## src/rtl/serial_add_sub.sv

```systemverilog
// Digit-serial adder/subtractor: one DIGIT-bit slice per clock, LSB first, through a
// ripple chain of full-adder cells, with valid/ready handshakes on operands and result.

module fa_cell (
    input  logic a,
    input  logic b,
    input  logic ci,
    output logic s,
    output logic co
);
    assign s  = a ^ b ^ ci;
    assign co = (a & b) | (ci & (a ^ b));
endmodule

module serial_add_sub #(
    parameter int WIDTH = 32,
    parameter int DIGIT = 4
) (
    input  logic             clk,
    input  logic             rst,
    input  logic             in_valid,
    output logic             in_ready,
    input  logic [WIDTH-1:0] a,
    input  logic [WIDTH-1:0] b,
    input  logic             sub,
    output logic             out_valid,
    input  logic             out_ready,
    output logic [WIDTH-1:0] sum,
    output logic             cout,
    output logic             ovf
);
    localparam int N  = WIDTH / DIGIT;
    localparam int CW = (N > 1) ? $clog2(N) : 1;

    if (DIGIT < 1 || (WIDTH % DIGIT) != 0) begin : g_bad_param
        $error("serial_add_sub: DIGIT must be >= 1 and divide WIDTH");
    end

    typedef enum logic [1:0] {IDLE, RUN, DONE} state_t;

    state_t           state;
    logic [CW-1:0]    cnt;
    logic             carry;
    logic [WIDTH-1:0] a_q, b_q;
    logic [WIDTH-1:0] a_sh, b_sh, res_nxt;
    logic [DIGIT:0]   c;
    logic [DIGIT-1:0] s_sl;

    assign in_ready  = (state == IDLE) & ~rst;
    assign out_valid = (state == DONE);

    // Operands shift right each RUN cycle so the active slice is always the low DIGIT bits.
    assign c[0] = carry;
    fa_cell u_fa [DIGIT-1:0] (
        .a  (a_q[DIGIT-1:0]),
        .b  (b_q[DIGIT-1:0]),
        .ci (c[DIGIT-1:0]),
        .s  (s_sl),
        .co (c[DIGIT:1])
    );

    if (N == 1) begin : g_one
        assign a_sh    = a_q;
        assign b_sh    = b_q;
        assign res_nxt = s_sl;
    end else begin : g_multi
        // Partial result: completed slices enter at the top and drift down.
        logic [WIDTH-DIGIT-1:0] res_q;

        assign a_sh    = {{DIGIT{1'b0}}, a_q[WIDTH-1:DIGIT]};
        assign b_sh    = {{DIGIT{1'b0}}, b_q[WIDTH-1:DIGIT]};
        assign res_nxt = {s_sl, res_q};

        always_ff @(posedge clk) begin
            if (!rst && state == RUN)
                res_q <= res_nxt[WIDTH-1:DIGIT];
        end
    end

    always_ff @(posedge clk) begin
        if (rst) begin
            state <= IDLE;
            cnt   <= '0;
            carry <= 1'b0;
            sum   <= '0;
            cout  <= 1'b0;
            ovf   <= 1'b0;
        end else begin
            case (state)
                IDLE: if (in_valid) begin
                    a_q   <= a;
                    b_q   <= sub ? ~b : b;
                    carry <= sub;
                    cnt   <= '0;
                    state <= RUN;
                end
                RUN: begin
                    a_q   <= a_sh;
                    b_q   <= b_sh;
                    carry <= c[DIGIT];
                    if (cnt == CW'(N - 1)) begin
                        sum   <= res_nxt;
                        cout  <= c[DIGIT];
                        ovf   <= c[DIGIT] ^ c[DIGIT-1];
                        state <= DONE;
                    end else begin
                        cnt <= cnt + CW'(1);
                    end
                end
                DONE: if (out_ready) state <= IDLE;
                default: state <= IDLE;
            endcase
        end
    end
endmodule

```

## config.mk

```make
export PLATFORM = sky130hd
export DESIGN_NAME = serial_add_sub
export DESIGN_NICKNAME = d
export VERILOG_FILES = /design/src/rtl/serial_add_sub.sv
export SDC_FILE = /design/constraint.sdc
export NUM_CORES = 1
export LEC_CHECK = 0
export CAP_MARGIN = 20
export CORE_MARGIN = 4
export CORE_UTILIZATION = 31
export DETAILED_ROUTE_END_ITERATION = 8
export GPL_TIMING_DRIVEN = 0
export SYNTH_ARGS = -nofsm -noshare
export SYNTH_HDL_FRONTEND = slang
export SYNTH_SLANG_ARGS = --single-unit
```

## constraint.sdc

```tcl
create_clock -name clk -period 4.7 [get_ports clk]
set_clock_uncertainty 0.2 [all_clocks]
set_input_delay 0.94 -clock clk [delete_from_list [all_inputs] [get_ports clk]]
set_output_delay 0.94 -clock clk [all_outputs]
set_load 0.01 [all_outputs]
```

==> impl_metrics.tcl, run 1 <==
set metrics [dict create \
    status "complete, no violations" \
    wl_per_cell_um 14.00 \
    syn-cell-area_um2 5475 \
    multi_input_area_um2 1658 \
    syn_to_final_growth_pct 35.81 \
    port_buffers 102 \
    pwr-share-seq_pct 45.1 \
    start_util_pct 31.66 \
    synth-simple-area-share_pct 15.04 \
    htree_levels 4 \
    drv_slew 0 \
    pwr-share-comb_pct 7.9 \
    root_buffer "clkbuf_16" \
    r2r_end "sum[31]" \
    fin_crit_ps 3456 \
    vias 3805 \
    cts_setup_buffers 0 \
    rsz0062_at_grt "false" \
    synth.area.top_cells "edfxtp_1 (50%), dfxtp_1 (15%), nand2_1 (12%), xnor2_1 (5.3%), o21ai_0 (2.7%)" \
    dr.pass1.iters 4 \
    fp.coreArea_um2 17300 \
    die_h_um 140.9 \
    r2r-start "b_q[0]" \
    start_kind "input pin" \
    hold_end "g_multi.res_q[19]" \
    fin_crit_sh_pct 73.52 \
    fin_setup_tns_ps 0 \
    power_per_cell_area_nw_per_um2 399.3 \
    tightest_slew_ps 814.5 \
    critPathCaptureType "output pin" \
    antenna_found_initial 0 \
    ys.warnings.count 0 \
    synth_cell_types 32 \
    maxSlewHeadroom_pct 45.64 \
    ir_worst_vdd_mv 0.2710 \
    wl_um 11930 \
    pre_cts_ws_ps 1226 \
    rows 48 \
    cts.clk_slew.worst_paths_ps 50 \
    critPathKind "in -> out" \
    min_path_type "reg -> reg" \
    dieArea_um2 19850 \
    synthFlopType "edfxtp_1" \
    placed_cells 820 \
    fmax_ghz 0.2894 \
    ctsHoldBuffers 0 \
    reg2reg_slack_ps 2100 \
    critPathMaxStageDelay_ps 510 \
    clock_sinks 132 \
    cp_max_fo 10 \
    dp_hpwl_um 8631 \
    synth-seq-cells 132 \
    grt_pass1_wl_um 19310 \
    drtIter0Drc 187 \
    synthXorXnorAreaFrac_pct 5.279 \
    grt_max_degree 36 \
    crit_arrival_ps 2320 \
    via_per_inst 4.466 \
    final_common_cell "nand2_1" \
    synthAdderAreaFrac_pct 1.920 \
    drcViolationCount 0 \
    n_antenna_cell 0 \
    synth_top_area_share_pct 50.46 \
    setup_violations 0 \
    setup_ws_ps 1244 \
    n_fill_cell 1643 \
    first_global_vias 3860 \
    grt_usage_pct 12.44 \
    crit_path_top_delay_cell "clkbuf_1" \
    ios 105 \
    p_sw_w 0.0006041 \
    crit_top_cell "clkbuf_1" \
    layout_common_cells "nand2_1 (175), clkdlybuf4s50_1 (102), edfxtp_1 (92)" \
    fin_cells 852 \
    cts_tree "done" \
    synth_edf_count 92 \
    timing.hold.ws_ps 247.3 \
    hp-start "g_multi.res_q[23]" \
    cp_cell_sequence "clkbuf_1, clkbuf_1, nor3_1, clkdlybuf4s50_1" \
    drv_cap 0 \
    muxShareOfSynthArea_pct 0 \
    min_path_cells 0 \
    power_leakage_nw 2.651 \
    syn_inst 491 \
    synth-compound-area-share_pct 7.998 \
    cts_resized 0 \
    gp_congestion 0.7539 \
    synth_fp_nets 566 \
    seq_area_frac_synth_pct 65.08 \
    final_net_count 689 \
    numCtsBuffers 17 \
    gr-total-overflow 0 \
    ff_latch_area_um2 3563 \
    ant_nets 0 \
    synth_top_area_cell "edfxtp_1" \
    layout-drive-gt1-share_pct 12.28 \
    hold_viol 0 \
    crit_required_ps 3560 \
    syn_area_per_cell_um2 11.15 \
    clk_latency_ps 410 \
    die_width_um 140.9 \
    async_reset_ff_share_pct 0 \
    ff2ff_path_depth 8 \
    intPower_w 0.002365 \
    cts_buffer_depth 2 \
    synth_top_family_by_area "simple AND/OR/NAND/NOR gates" \
    worst-path-buf-inv 3 \
    p_clk_share_pct 47.0 \
    switching_share_pct 20.35 \
    cp_top_family "buffers and inverters" \
]
per-stage QoR:
stage	total power, W	instance area (um^2)	util [%]
final	0.002969	7436	42.99
after global routing	0.003090	7436	42.99
after CTS	0.003006	7436	42.99
after detailed placement	0.001603	6815	39.40
after global placement	0.001593	6778	39.19
after floorplan	0.001492	5475	-
worst register-to-register path: stages (launching register included):
cell	delay, ps
edfxtp_1	360
inv_1	80
fa_1	160
inv_1	50
fa_1	440
fa_1	480
inv_1	100
fa_1	410
a211oi_1	210
cell type report:
cell class | instances | area share, %
plain buffers | 33 | 2.945
clock buffers | 19 | 5.822
clock inverters | 13 | 2.524
inverters | 10 | 0.5048
multi-input cells | 316 | 22.30
flip-flops and latches | 132 | 47.92
well taps | 225 | 3.786
repair buffers | 104 | 14.20
Yosys cell counts (5+ instances only):
master    count
nor2_1       10
a21oi_1      18
edfxtp_1     92
inv_1        10
buf_2        13
nand2_1     175
dfxtp_1      40
buf_4         6
xnor2_1      33
a21oi_2      17
o21ai_0      30
clkbuf_1      5
layer usage:
metal / part of all wire [%] / global-route usage [%]
met4: 0.91 / 4.437
met3: 7.8 / 4.851
met5: 0 / 0
met2: 47 / 19.71
met1: 44 / 15.50
registers in the layout, summed over array words and instances (netlist names):
signal,cells
g_multi.res_q,28
cnt,3
a_q,32
carry,1
sum,32
b_q,32
state,2
ovf,1
cout,1
worst max-delay path by stage:
stage	startpoint	endpoint	slack, ps	cells past startpoint
after floorplan	rst	g_multi.res_q[0]	1530	3
after global placement	in_valid	b_q[17]	750	3
after detailed placement	rst	in_ready	1230	4
after CTS	rst	in_ready	1220	4
after global routing	rst	in_ready	1110	4
final	rst	in_ready	1240	4
power groups by stage:
| stage | Clock [W] | Sequential, W | Combinational (W) |
|---|---|---|---|
| finish | 0.00139 | 0.00134 | 0.000236 |
| global placement | 0 | 0.00136 | 0.000230 |
| global route | 0.00148 | 0.00134 | 0.000264 |
| detailed placement | 0 | 0.00136 | 0.000240 |
| CTS | 0.00143 | 0.00134 | 0.000241 |
| floorplan | 0 | 0.00136 | 0.000135 |
kinds of logic after synthesis:
| family | count (synthesis) |
|---|---|
| XOR/XNOR | 33 |
| buffers and inverters | 43 |
| AO/OA/AOI/OAI | 72 |
| adder cells (fa/ha/maj) | 6 |
| AND/OR/NAND/NOR | 205 |
| flip-flops | 132 |
Note: power is estimated with default switching activity, not from simulation.
==> run 2, diff against run 1 <==
==> constraint.sdc (replaced) <==
create_clock -name clk -period 3.4 [get_ports clk]
set_clock_uncertainty 0.2 [all_clocks]
set_input_delay 0.68 -clock clk [delete_from_list [all_inputs] [get_ports clk]]
set_output_delay 0.68 -clock clk [all_outputs]
set_load 0.01 [all_outputs]
==> results of run 2 <==
Same layout as run 1 (identical final DEF). Status: complete, no violations.
Among the figures that moved: setup slack after placement 1226 ps -> 445.8 ps; setup slack after layout 1244 ps -> 464.4 ps; register-to-register setup slack 2100 ps -> 800 ps; total power 0.002969 W -> 0.004105 W; worst IR drop on VDD 0.2710 mV -> 0.3746 mV
